<file path="src/rtl/control_unit.sv">
// -----------------------------------------------------------------------------
// control_unit
//   Main instruction decoder for the single-issue MIPS-subset datapath.
//   Decodes opcode/funct into datapath control strobes and a 3-bit ALU
//   operation. The control word is registered, so it appears one clock after
//   the instruction fields are presented. There is no combinational path from
//   the inputs to the outputs.
//
// Ports
//   clk         in   1  system clock, rising-edge active
//   rst         in   1  synchronous, active-high reset (clears the control word)
//   opcode      in   6  instruction bits [31:26]
//   funct       in   6  instruction bits [5:0], used only for R-type
//   ALUSrc      out  1  ALU operand B = sign-extended immediate (else rt)
//   RegDst      out  1  write register = rd (else rt)
//   MemWrite    out  1  data-memory write strobe
//   MemRead     out  1  data-memory read strobe
//   Beq         out  1  branch-if-equal request
//   Bne         out  1  branch-if-not-equal request
//   Jump        out  1  unconditional jump request
//   MemToReg    out  1  register write data from memory (else from ALU)
//   RegWrite    out  1  register-file write enable
//   ALUControl  out  3  000 AND, 001 OR, 010 ADD, 110 SUB, 111 SLT
// -----------------------------------------------------------------------------
module control_unit (
  input  logic       clk,
  input  logic       rst,
  input  logic [5:0] opcode,
  input  logic [5:0] funct,
  output logic       ALUSrc,
  output logic       RegDst,
  output logic       MemWrite,
  output logic       MemRead,
  output logic       Beq,
  output logic       Bne,
  output logic       Jump,
  output logic       MemToReg,
  output logic       RegWrite,
  output logic [2:0] ALUControl
);

  // Opcodes
  localparam logic [5:0] OP_RTYPE = 6'b000000;
  localparam logic [5:0] OP_LW    = 6'b100011;
  localparam logic [5:0] OP_SW    = 6'b101011;
  localparam logic [5:0] OP_BEQ   = 6'b000100;
  localparam logic [5:0] OP_BNE   = 6'b000101;
  localparam logic [5:0] OP_J     = 6'b000010;

  // R-type function codes
  localparam logic [5:0] FN_ADD = 6'b100000;
  localparam logic [5:0] FN_SUB = 6'b100010;
  localparam logic [5:0] FN_AND = 6'b100100;
  localparam logic [5:0] FN_OR  = 6'b100101;
  localparam logic [5:0] FN_SLT = 6'b101010;

  // ALU operations
  localparam logic [2:0] ALU_AND = 3'b000;
  localparam logic [2:0] ALU_OR  = 3'b001;
  localparam logic [2:0] ALU_ADD = 3'b010;
  localparam logic [2:0] ALU_SUB = 3'b110;
  localparam logic [2:0] ALU_SLT = 3'b111;

  typedef struct packed {
    logic       alu_src;
    logic       reg_dst;
    logic       mem_write;
    logic       mem_read;
    logic       beq;
    logic       bne;
    logic       jump;
    logic       mem_to_reg;
    logic       reg_write;
    logic [2:0] alu_ctrl;
  } ctrl_t;

  ctrl_t dec;
  ctrl_t ctrl_q;

  // Combinational decode. Anything not recognised falls through as a NOP
  // (all zeros), which guarantees no write and no control transfer.
  always_comb begin
    // NOTE: default the whole word first so every path assigns every bit;
    // otherwise unlisted cases would infer latches.
    dec = '0;
    unique case (opcode)
      OP_RTYPE: begin
        dec.reg_dst   = 1'b1;
        dec.reg_write = 1'b1;
        unique case (funct)
          FN_ADD:  dec.alu_ctrl = ALU_ADD;
          FN_SUB:  dec.alu_ctrl = ALU_SUB;
          FN_AND:  dec.alu_ctrl = ALU_AND;
          FN_OR:   dec.alu_ctrl = ALU_OR;
          FN_SLT:  dec.alu_ctrl = ALU_SLT;
          default: dec          = '0;  // unsupported funct -> NOP
        endcase
      end
      OP_LW: begin
        dec.alu_src    = 1'b1;
        dec.mem_read   = 1'b1;
        dec.mem_to_reg = 1'b1;
        dec.reg_write  = 1'b1;
        dec.alu_ctrl   = ALU_ADD;
      end
      OP_SW: begin
        dec.alu_src   = 1'b1;
        dec.mem_write = 1'b1;
        dec.alu_ctrl  = ALU_ADD;
      end
      OP_BEQ: begin
        dec.beq      = 1'b1;
        dec.alu_ctrl = ALU_SUB;
      end
      OP_BNE: begin
        dec.bne      = 1'b1;
        dec.alu_ctrl = ALU_SUB;
      end
      OP_J: begin
        dec.jump     = 1'b1;
        dec.alu_ctrl = ALU_AND;
      end
      default: dec = '0;
    endcase
  end

  // Registered control word; reset takes priority over the decode.
  always_ff @(posedge clk) begin
    // NOTE: sequential state uses non-blocking assignment so every register
    // samples pre-edge values regardless of statement order.
    if (rst) ctrl_q <= '0;
    else     ctrl_q <= dec;
  end

  assign ALUSrc     = ctrl_q.alu_src;
  assign RegDst     = ctrl_q.reg_dst;
  assign MemWrite   = ctrl_q.mem_write;
  assign MemRead    = ctrl_q.mem_read;
  assign Beq        = ctrl_q.beq;
  assign Bne        = ctrl_q.bne;
  assign Jump       = ctrl_q.jump;
  assign MemToReg   = ctrl_q.mem_to_reg;
  assign RegWrite   = ctrl_q.reg_write;
  assign ALUControl = ctrl_q.alu_ctrl;

endmodule

</file>
<file path="config.mk">
export PLATFORM = sky130hd
export DESIGN_NAME = control_unit
export DESIGN_NICKNAME = d
export VERILOG_FILES = /design/src/rtl/control_unit.sv
export SDC_FILE = /design/constraint.sdc
export NUM_CORES = 1
export LEC_CHECK = 0
export BUFFER_PORTS_ARGS = -buffer_cell sky130_fd_sc_hd__buf_2
export CAP_MARGIN = 0
export CELL_PAD_IN_SITES_DETAIL_PLACEMENT = 0
export CELL_PAD_IN_SITES_GLOBAL_PLACEMENT = 1
export CORE_AREA = 2 2 45 47
export DETAILED_ROUTE_END_ITERATION = 16
export DIE_AREA = 0 0 47 49
export PLACE_DENSITY_LB_ADDON = 0.1
export SYNTH_ARGS = -nofsm -noshare
export SYNTH_HDL_FRONTEND = slang
export SYNTH_SLANG_ARGS = --single-unit
</file>
<file path="constraint.sdc">
create_clock -name clk -period 0.8 [get_ports clk]
set_input_delay 0 -clock clk [delete_from_list [all_inputs] [get_ports clk]]
set_output_delay 0 -clock clk [all_outputs]
set_load 0.05 [all_outputs]
</file>
==> qor.csv <==
stage;metric;value;unit
run_status;status;finished, violations left;
run_status;failing checks;negative hold slack;
die;I/O pins;26;
die;Die Ht;49;um
detailed_routing;Via Count;446;
detailed_routing;drt total wl;1032;um
clock_network;H-tree Lvls;1;
worst_setup_path;CP max-delay cell;dfxtp_2;
sta;Final Max Tran Viols;0;
detailed_routing;Routed Antenna Nets;0;
yosys;area share of the largest cell type after synthesis;0.5285;
pwr;Pwr per Cell Area;1475;nW/um^2
yosys;Syn Nets;56;
die;Core Box Area;1842;um^2
worst_setup_path;Data required, critical path;800;ps
sta;fmax;1290;MHz
detailed_routing;Routed WL per cell;9.556;um
finish;non-filler cells in the finished layout;108;
sta;Worst-Margin Slew;282.8;ps
die;Row Count;16;
finish;Area Growth Syn to Fin;75.98;%
pwr;leakage power;0.3422;nW
detailed_routing;1st-iter DRT viols;6;
sta;RSZ-0062 raised after global routing;true;
die;Die X;47;um
clock_network;CTS clk-pin slew, worst paths;70;ps
grt;pin count of the biggest net entering global routing;7;
clock_network;clk sinks;11;
clock_network;CTS Buf Count;3;
placed_design;gpl congestion;0.7421;
worst_setup_path;Top delay family on crit path;flip-flops;
placed_design;placed cells;103;
worst_setup_path;startpoint types;flop;
sta;crit path time final;775.4;ps
die;die area;2303;um^2
finish;commonest cells after routing, fill and taps aside;buf_4, buf_2, dfxtp_1;
grt;global route total overflow;0;
worst_setup_path;crit-path max FO;2;
detailed_routing;drt first pass iters;4;
grt;initial antenna violation count;0;
worst_setup_path;CP peak stage delay;320;ps
finish;fin nets;96;
yosys;Synth Register Bits;11;
placed_design;dpl cell area;644.4;um^2
grt;first-pass GRT wire length;1462;um
yosys;mapped cell area;416.7;um^2
sta;Relative slew margins;0.8108;
worst_setup_path;worst path bufs/invs;1;
detailed_routing;final routed DRC violation total;0;
clock_network;clock buffer depth;2;
finish;commonest non-fill, non-tap cell in the layout;buf_4;
sta;final setup violation count;0;
finish;share of cells above drive strength 1;0.5309;
yosys;sequential area share after synthesis;0.5285;
clock_network;TritonCTS clock tree;yes;
sta;setup_tns;0;ps
placed_design;input/output buffers;25;
yosys;synth top area cells;dfxtp_1, nor2_1, nor4b_2;
pwr;Total Power;0.001082;W
sta;period utilization;0.9692;
yosys;Synth area leader;dfxtp_1;
grt;vias in the first global route;375;
sta;Min Hold Slack;-0.7434;ps
worst_setup_path;Critical Path AT;780;ps
worst_hold_path;Hold Crit Class;in2reg;
detailed_routing;via/cell ratio;4.130;
yosys;YS warnings;0;
run;Max Cap Viol;0;
grt;Total GRT Usage;0.09299;
die;Initial Util;0.2262;
yosys;Cells after Synth;42;
finish;post-layout instance area;733.2;um^2
yosys;Distinct cells, synth;23;
placed_design;DP Wirelength;800.2;um
clock_network;Root Buffer Master;clkbuf_4;
worst_setup_path;crit-path cells;buf_4;
finish;antenna cells;0;
worst_setup_path;crit end category;output pin;
sta;Hold Vio Cnt, Final;1;
worst_setup_path;critical path class;reg2out;
pwr;Worst IR Drop VDD;0.5019;mV
yosys;Avg Inst Size Synth;9.920;um^2
-- flip-flops by register name, indices dropped and copies added, names as in the netlist --
register,flops
ALUControl,3
ALUSrc,1
Beq,1
Bne,1
Jump,1
MemRead,1
MemWrite,1
RegDst,1
RegWrite,1
-- power by group --
group | switching, W | internal [W] | total, W
clock | 0.000186 | 0.000193 | 0.000379
sequential | 0.00000132 | 0.000551 | 0.000552
combinational | 0.0000711 | 0.0000790 | 0.000150
total | 0.000259 | 0.000823 | 0.00108
-- Yosys cell counts --
master    instances
nand3_1           2
nor2_1            6
a31oi_1           1
inv_1             1
nand2_1           3
nor4b_1           1
nand4_1           1
dfxtp_1          11
nor4bb_1          1
o21ai_0           2
mux2_2            1
nand2b_1          1
nor4_1            1
o31ai_1           1
nor3_1            1
nor4b_2           1
and3_1            1
or4_4             1
and4b_1           1
nor3b_1           1
buf_4             1
o22ai_1           1
and3_2            1
-- worst paths after layout --
path / from / end / slack, ps / cells past startpoint
setup / recovery: MemRead / MemRead / 20 / 1
hold / removal: opcode[4] / Jump / -0.7 / 3
-- metrics by stage --
stage,util,worst slack (ps),hold WS [ps]
after floorplan,-,0.8704,64.97
after global placement,0.3499,-181.7,240.5
after detailed placement,0.3499,-171.9,239.7
after CTS,0.3832,-41.20,-5.198
after global routing,0.3981,-8.404,8.407
final,0.3981,24.65,-0.7434
-- per-layer routing --
| metal | track usage | part of all wire | up-vias |
|---|---|---|---|
| li1 | - | - | 232 |
| met1 | 0.1093 | 0.46 | 195 |
| met2 | 0.1324 | 0.46 | 17 |
| met3 | 0.03333 | 0.063 | 2 |
| met4 | 0.06944 | 0.012 | 0 |
| met5 | 0 | 0 | - |
-- layout make-up --
cell class                 count  area (um^2)
tap                           27        33.78
inverter                       1        3.754
multi-input combinational     29        185.2
clock buffer                   4        26.28
sequential                    11        221.5
fill                         206         1109
timing repair buffer          36        262.8
-- cells by family (layout without fill, tap and decap cells) --
kind of cell / after synthesis / count (layout) / synth area share
simple gates: 23 / 23 / 0.3454
buf+inv: 2 / 41 / 0.02703
flops: 11 / 11 / 0.5285
mux: 1 / 1 / 0.02703
compound gates: 5 / 5 / 0.07210
-- timing repair --
action,CTS,global route
endpoints found under the setup margin,12,8
endpoints found under the hold margin,2,0
setup buffers,0,0
gates resized for setup,10,10
hold buffers,1,0
(Power assumes the default switching activity.)
